$ cat config.mk
export PLATFORM = sky130hd
export DESIGN_NAME = ram_arbiter_flat
export DESIGN_NICKNAME = d
export VERILOG_FILES = /design/src/rtl/ram_arbiter_if.sv /design/src/rtl/ram_arbiter.sv /design/src/flat_wrapper.sv
export SDC_FILE = /design/constraint.sdc
export NUM_CORES = 1
export LEC_CHECK = 0
export BUFFER_PORTS_ARGS = -buffer_cell sky130_fd_sc_hd__buf_2
export CAP_MARGIN = 10
export CORE_AREA = 4 4 112 114
export CTS_BUF_LIST = sky130_fd_sc_hd__clkbuf_16
export CTS_CLUSTER_DIAMETER = 100
export CTS_CLUSTER_SIZE = 14
export DETAILED_ROUTE_END_ITERATION = 7
export DIE_AREA = 0 0 116 118
export GPL_ROUTABILITY_DRIVEN = 0
export MAX_ROUTING_LAYER = met4
export PLACE_DENSITY = 0.65
export SYNTH_ARGS = -nofsm -noshare
export SYNTH_HDL_FRONTEND = slang
export SYNTH_SLANG_ARGS = --single-unit
export TNS_END_PERCENT = 5
$ cat constraint.sdc
create_clock -name clk -period 2.3 [get_ports clk]
set_input_delay 0.23 -clock clk [delete_from_list [all_inputs] [get_ports clk]]
set_output_delay 0.23 -clock clk [all_outputs]
set_load 0.01 [all_outputs]
$ cat src/rtl/ram_arbiter_if.sv
// Valid/ready memory transaction bundle shared by the arbiter's request ports.
// The master drives the request and the slave returns the ready pulse and read data.
interface ram_arbiter_if;
    logic        valid;
    logic [31:0] addr;
    logic [3:0]  wstrb;
    logic [31:0] wdata;
    logic        ready;
    logic [31:0] rdata;

    modport master (
        output valid,
        output addr,
        output wstrb,
        output wdata,
        input  ready,
        input  rdata
    );

    modport slave (
        input  valid,
        input  addr,
        input  wstrb,
        input  wdata,
        output ready,
        output rdata
    );
endinterface

$ cat src/rtl/ram_arbiter.sv
// Two-port arbiter/sequencer for the single-port synchronous RAM (IDLE/ISSUE/DONE).
// Define RAM_ARB_ROUND_ROBIN_EN for round-robin ties; otherwise port 0 has fixed priority.
module ram_arbiter #(
    parameter int WORDS = 256
) (
    input  logic               clk,
    input  logic               reset,
    ram_arbiter_if.slave       m0,
    ram_arbiter_if.slave       m1,
    output logic [3:0]         ram_wen,
    output logic [21:0]        ram_addr,
    output logic [31:0]        ram_wdata,
    input  logic [31:0]        ram_rdata,
    output logic               busy,
    output logic               grant
);

    typedef enum logic [1:0] {
        IDLE,
        ISSUE,
        DONE
    } state_t;

    localparam logic [22:0] WORDS_W = 23'(WORDS);

    state_t      state;
    logic        rdy0;
    logic        rdy1;
    logic        oor;

    logic        pick1;
    logic [31:0] sel_addr;
    logic [3:0]  sel_wstrb;
    logic [31:0] sel_wdata;
    logic        sel_oor;
    logic        unused_addr_lsbs;

`ifdef RAM_ARB_ROUND_ROBIN_EN
    // Port last granted; reset to 1 so port 0 wins the first tie.
    logic last;

    always_comb begin
        pick1 = m1.valid & (~m0.valid | ~last);
    end
`else
    always_comb begin
        pick1 = m1.valid & ~m0.valid;
    end
`endif

    always_comb begin
        sel_addr  = pick1 ? m1.addr  : m0.addr;
        sel_wstrb = pick1 ? m1.wstrb : m0.wstrb;
        sel_wdata = pick1 ? m1.wdata : m0.wdata;
        sel_oor   = (sel_addr[31:24] != 8'd0) ||
                    ({1'b0, sel_addr[23:2]} >= WORDS_W);
    end

    assign unused_addr_lsbs = ^sel_addr[1:0];

    always_ff @(posedge clk) begin
        if (reset) begin
            state     <= IDLE;
            rdy0      <= 1'b0;
            rdy1      <= 1'b0;
            oor       <= 1'b0;
            busy      <= 1'b0;
            grant     <= 1'b0;
            ram_wen   <= 4'd0;
            ram_addr  <= 22'd0;
            ram_wdata <= 32'd0;
`ifdef RAM_ARB_ROUND_ROBIN_EN
            last      <= 1'b1;
`endif
        end else begin
            unique case (state)
                IDLE: begin
                    if (m0.valid || m1.valid) begin
                        grant     <= pick1;
                        ram_addr  <= sel_addr[23:2];
                        ram_wdata <= sel_wdata;
                        // Out-of-range writes never reach the RAM.
                        ram_wen   <= sel_oor ? 4'd0 : sel_wstrb;
                        oor       <= sel_oor;
                        busy      <= 1'b1;
                        state     <= ISSUE;
`ifdef RAM_ARB_ROUND_ROBIN_EN
                        last      <= pick1;
`endif
                    end
                end
                ISSUE: begin
                    ram_wen <= 4'd0;
                    rdy0    <= ~grant;
                    rdy1    <= grant;
                    state   <= DONE;
                end
                DONE: begin
                    rdy0  <= 1'b0;
                    rdy1  <= 1'b0;
                    busy  <= 1'b0;
                    state <= IDLE;
                end
                default: begin
                    state <= IDLE;
                end
            endcase
        end
    end

    // RAM output is only meaningful during the ready cycle.
    assign m0.ready = rdy0;
    assign m1.ready = rdy1;
    assign m0.rdata = (rdy0 && !oor) ? ram_rdata : 32'd0;
    assign m1.rdata = (rdy1 && !oor) ? ram_rdata : 32'd0;

endmodule
$ cat src/flat_wrapper.sv
// flat-port wrapper written by rule: the top's interface ports become plain ports
module ram_arbiter_flat 
#(
    parameter int WORDS = 256
)
  (clk, reset, ram_wen, ram_addr, ram_wdata, ram_rdata, busy, grant, m0_valid, m0_addr, m0_wstrb, m0_wdata, m0_ready, m0_rdata, m1_valid, m1_addr, m1_wstrb, m1_wdata, m1_ready, m1_rdata);
  ram_arbiter_if m0_i ();
  ram_arbiter_if m1_i ();
  input  logic clk;
  input  logic reset;
  output logic [3:0] ram_wen;
  output logic [21:0] ram_addr;
  output logic [31:0] ram_wdata;
  input  logic [31:0] ram_rdata;
  output logic busy;
  output logic grant;
  input wire logic [$bits(m0_i.valid)-1:0] m0_valid;
  input wire logic [$bits(m0_i.addr)-1:0] m0_addr;
  input wire logic [$bits(m0_i.wstrb)-1:0] m0_wstrb;
  input wire logic [$bits(m0_i.wdata)-1:0] m0_wdata;
  output wire logic [$bits(m0_i.ready)-1:0] m0_ready;
  output wire logic [$bits(m0_i.rdata)-1:0] m0_rdata;
  input wire logic [$bits(m1_i.valid)-1:0] m1_valid;
  input wire logic [$bits(m1_i.addr)-1:0] m1_addr;
  input wire logic [$bits(m1_i.wstrb)-1:0] m1_wstrb;
  input wire logic [$bits(m1_i.wdata)-1:0] m1_wdata;
  output wire logic [$bits(m1_i.ready)-1:0] m1_ready;
  output wire logic [$bits(m1_i.rdata)-1:0] m1_rdata;
  assign m0_i.valid = m0_valid;
  assign m0_i.addr = m0_addr;
  assign m0_i.wstrb = m0_wstrb;
  assign m0_i.wdata = m0_wdata;
  assign m0_ready = m0_i.ready;
  assign m0_rdata = m0_i.rdata;
  assign m1_i.valid = m1_valid;
  assign m1_i.addr = m1_addr;
  assign m1_i.wstrb = m1_wstrb;
  assign m1_i.wdata = m1_wdata;
  assign m1_ready = m1_i.ready;
  assign m1_rdata = m1_i.rdata;
  ram_arbiter #(.WORDS(WORDS)) u_core (.clk(clk), .reset(reset), .m0(m0_i), .m1(m1_i), .ram_wen(ram_wen), .ram_addr(ram_addr), .ram_wdata(ram_wdata), .ram_rdata(ram_rdata), .busy(busy), .grant(grant));
endmodule
### Yosys cells after proc, flatten, opt, wreduce, memory -nomap -nowiden

Cells that the tools add are included.

| operators by class | value |
|---|---|
| multiplexer cells | 14 |
| bitwise operators | 3 |
| eq/ne operators | 3 |
| reductions and logical operators | 13 |
| magnitude comparators | 1 |

Operator list:

| operator | number |
|---|---|
| $mux W32 | 4 |
| $ge A22 B9 Y1 const B | 1 |
| $mux W4 | 3 |
| $pmux W4 S2 | 1 |
| $reduce_bool A8 Y1 | 1 |
| $pmux W1 S2 | 3 |
| $reduce_and A2 Y1 | 3 |
| $reduce_bool A2 Y1 | 3 |
| $pmux W2 S2 | 1 |
| $eq A2 B1 Y1 const B | 1 |
| $eq A2 B2 Y1 const B | 1 |
| $logic_and A1 B1 Y1 | 2 |
| $logic_not A2 Y1 | 1 |
| $logic_or A1 B1 Y1 | 2 |
| $mux W2 | 1 |
| $ne A2 B1 Y1 const B | 1 |
| $not A1 Y1 | 2 |
| $and A1 B1 Y1 | 1 |
| $logic_not A1 Y1 | 1 |
| $mux W1 | 1 |

| storage, ports and cells | value |
|---|---|
| register bits after elaboration | 65 |
| bits of input ports | 172 |
| word-level logic and storage cells | 43 |

### Longest topological paths before layout

| logic depth | value |
|---|---|
| word-level depth | 8 |
| mapped depth | 7 |

### Worst setup path before layout

OpenSTA, ideal clock, no wires.

| path | value |
|---|---|
| path kind | register to register |
| start | register u_core.state[0] |
| end | register u_core.ram_wdata[10] |
| library setup time | 137 ps |
| slack | 497 ps |
| required time | 2163 ps |
| clock period less this slack | 1803 ps |
| arrival time | 1665 ps |
| buffers on the path | 3 |
| stages on the path, launching flop included | 8 |
| cells stage by stage | dfxtp_1 -> inv_1 -> ha_1 -> o21a_1 -> clkbuf_1 -> clkbuf_1 -> buf_1 -> a211oi_1 |

| on the way | value |
|---|---|
| word-level cells in the longest chain between the ends | 2 |

Ends and longest elaborated chain:

| item | RTL line | text |
|---|---|---|
| from (decl) | ram_arbiter.sv:26 | `state_t state;` |
| from (signal assigned) | ram_arbiter.sv:63 | `state <= IDLE;` |
| from (signal assigned) | ram_arbiter.sv:86 | `state <= ISSUE;` |
| from (signal assigned) | ram_arbiter.sv:96 | `state <= DONE;` |
| $logic_not A2 Y1 | ram_arbiter.sv:76 | `unique case (state)` |
| $reduce_and A2 Y1 (no source line) | - |  |
| to (signal assigned) | ram_arbiter.sv:81 | `ram_wdata <= sel_wdata;` |
| to (decl) | ram_arbiter.sv:12 | `output logic [31:0] ram_wdata,` |

Every way passes these cells.
A chain may end at the register's enable or synchronous reset.

### Worst setup path in the final report

| path | value |
|---|---|
| start | register u_core.state[0] |
| end | register u_core.ram_wen[1] |

| on the way | value |
|---|---|
| word-level cells in the longest chain between the ends | 3 |
| elaborated cells between the ends (all ways) | 6 |

Ends and longest elaborated chain:

| item | RTL line | text |
|---|---|---|
| $eq A2 B1 Y1 / $logic_not A2 Y1 (equally long branches) | ram_arbiter.sv:76 |  |
| $reduce_bool A2 Y1 (no source line) / $ne A2 B1 Y1 (equally long branches) | - |  |
| $reduce_and A2 Y1 (no source line) | - |  |
| to (signal assigned) | ram_arbiter.sv:83 | `ram_wen <= sel_oor ? 4'd0 : sel_wstrb;` |
| to (decl) | ram_arbiter.sv:10 | `output logic [3:0] ram_wen,` |

Several ways; a longest one is shown, not always the timed one.

==> impl_metrics.env <==
export IMPL_combPwrFrac_pct=28.2
export IMPL_root_buffer="clkbuf_16"
export IMPL_seqPwrFrac_pct=36.2
export IMPL_synth_cell_types=28
export IMPL_grt_pass1_wl_um=19300
export IMPL_grtUsageTotal_pct=18.3
export IMPL_cts_sinks=65
export IMPL_min_path_type="in2reg"
export IMPL_ys_ff_latch=65
export IMPL_grt_pass1_vias=3791
export IMPL_ctsHoldBuffers=0
export IMPL_critical_path_top_delay_family="compound AO/OA/AOI/OAI gates"
export IMPL_yosysWarnings=0
export IMPL_antenna_found_initial=1
export IMPL_crit_type="reg2reg"
export IMPL_gr_total_overflow=0
export IMPL_num_vias=3859
export IMPL_chipHeight_um=118
export IMPL_viasPerCell=4.72
export IMPL_drtIter0Drc=106
export IMPL_finalNetCount=845
export IMPL_powerDensity_nw_per_um2=704
export IMPL_cp_num_buf_inv=1
export IMPL_drt_wirelength_per_cell_um=15.8
export IMPL_drt_wl_total_um=12900
export IMPL_cts_buffers=9
export IMPL_coreArea_um2=11400
export IMPL_syn_num_nets=567
export IMPL_clkLatencyLatePin_ns=0.32
export IMPL_h_tree_depth=3
export IMPL_drv_slew=0
export IMPL_synth_seq_area_share_pct=38.2
export IMPL_drive_gt1_share_pct=48.1
export IMPL_syn_inst=391
export IMPL_nFillCells=1138
export IMPL_cellLeakagePower_nw=2.99
export IMPL_cts_setup_buffers=0
export IMPL_max_stage_delay_ns=0.56
export IMPL_setup_violations=0
export IMPL_cp_cell_sequence="inv_1 -> ha_1 -> o21ai_0 -> or4_1 -> o32a_2 -> o21ai_1"
export IMPL_ctsResizeCount=0
export IMPL_final_common_cell="buf_2"
export IMPL_switching_share_pct=30.7
export IMPL_cap_violations=0
export IMPL_layout_common_cells="293 x buf_2, 65 x dfxtp_1, 64 x and2_1, 63 x nor2_1, 59 x mux2i_1"
export IMPL_port_buffers=293
export IMPL_start_kind="flip-flop"
export IMPL_rsz0062_at_grt="no"
export IMPL_vdd_drop_max_mv=0.330
export IMPL_worst_slew_pin_slew_ns=0.689
export IMPL_syn_cell_area_um2=3410
export IMPL_final_hold_viol_count=0
export IMPL_critPathMaxFanout=6
export IMPL_ant_nets=0
export IMPL_io_pins=298
export IMPL_clk_pin_slew_ns=0.05
export IMPL_clock_skew_ns=0.00705
export IMPL_status="finished, final reports clean"
export IMPL_cts_buffer_depth=2
export IMPL_cp_data_arrival_time_ns=2.18
export IMPL_finalCritPeriodShare_pct=83.8
export IMPL_drc_errors=0
export IMPL_start_util_pct=29.9
export IMPL_dieArea_um2=13700
export IMPL_cp_data_required_time_ns=2.55
export IMPL_die_w_um=116
export IMPL_p_int_mw=2.59
export IMPL_drtPass1Iterations=4
export IMPL_num_rows=39
export IMPL_synthToLayoutAreaGrowth_pct=56.1
export IMPL_max_slew_margin_rel_pct=54.0
export IMPL_endpoint_kind="flip-flop"
export IMPL_tns_ns=0
export IMPL_fin_crit_ns=1.93
export IMPL_final_cells=818
export IMPL_placedCellCount=801
export IMPL_p_sw_mw=1.15
export IMPL_dp_hpwl_um=10700
export IMPL_synth_avg_cell_area_um2=8.72
export IMPL_crit_slowest_cell="or4_1"
export IMPL_clockPowerShare_pct=35.6
export IMPL_fmax_mhz=519
export IMPL_cts_tree="done"
export IMPL_grt_max_degree=63
## state kept, by name, indices dropped and copies added (netlist names), 2 cells and up
name	flops
u_core.ram_addr	22
u_core.state	2
u_core.ram_wen	4
u_core.ram_wdata	32
## worst paths after layout
kind,slack (ns),depth (start not counted),endpoint,from
worst max-delay path,0.37,6,u_core.ram_wen[1],u_core.state[0]
worst min-delay path,0.18,3,u_core.ram_wen[2],m1_wstrb[2]
worst max register to register,0.37,6,u_core.ram_wen[1],u_core.state[0]
worst min register to register,0.45,2,u_core.ram_wen[2],u_core.ram_wen[2]
## power groups by stage
stage	combinational, mW	clock [mW]	sequential, mW
detailed placement	1.07	0	1.38
floorplan	0.499	0	1.44
global route	1.17	1.43	1.38
finish	1.06	1.34	1.36
global placement	1.04	0	1.37
CTS	1.07	1.38	1.36
## cell families (layout without fill, tap and decap cells)
logic type / after synthesis / count (layout) / share of synthesized area (%)
simple gates: 158 / 158 / 24.2
compound gates: 70 / 70 / 14.7
flops: 65 / 65 / 38.2
mux: 59 / 59 / 17.3
buf+inv: 35 / 318 / 4.18
fa+ha+maj: 4 / 4 / 1.47
other cells: 0 / 1 / 0
## per-layer routing
layer | global-route usage [%] | vias to the layer above | share of wire (%)
li1 | - | 1934 | -
met1 | 20.1 | 1723 | 39
met4 | 5.37 | 0 | 1.6
met3 | 4.68 | 15 | 8.7
met5 | - | - | 0
met2 | 32.3 | 187 | 51
## cell usage after synthesis, drive strengths merged
cell    instances  area [µm²]
dfxtp          65        1300
and2           64         400
nor2           63         236
mux2i          59         591
a211oi         55         413
clkbuf         25        93.8
nor4            9        56.3
buf             8        41.3
a21oi           7        35.0
nand2           6        22.5
o21ai           5        25.0
ha              4        50.1
or2             4        25.0
inv             2        7.51
nand2b          2        12.5
nand4           2        12.5
nor2b           2        12.5
or4             2        15.0
nand3           1        5.00
nand3b          1        7.51
o21a            1        7.51
o221ai          1        8.76
o32a            1        11.3
or3b            1        8.76
or4b            1        10.0
## layout make-up
class | count | area [µm²] | area share (%)
sequential | 65 | 1300 | 24.4
multi-input combinational | 291 | 1980 | 37.2
antenna | 1 | 2.50 | 0.0470
clock inverter | 7 | 70.1 | 1.32
clock buffer | 9 | 225 | 4.23
tap | 143 | 179 | 3.36
timing repair buffer | 300 | 1560 | 29.2
inverter | 2 | 7.51 | 0.141
## stage by stage
stage          setup slack [ns]  util [%]  power, mW  hold slack (ns)  cell area, µm²
6_report                  0.372      46.6       3.75            0.182            5320
4_1_cts                   0.374      46.6       3.81            0.170            5320
2_1_floorplan             0.497         -       1.94            0.326            3410
3_5_place_dp              0.387      44.0       2.45            0.441            5020
3_3_place_gp              0.471      44.0       2.42            0.439            5020
5_1_grt                   0.277      46.6       3.97            0.191            5320
## tightest hold or removal path, stage by stage
cell     delay (ns)
buf_2          0.08
mux2i_1        0.06
o21ai_1        0.10
No activity file was read; power rests on OpenSTA's default activity.
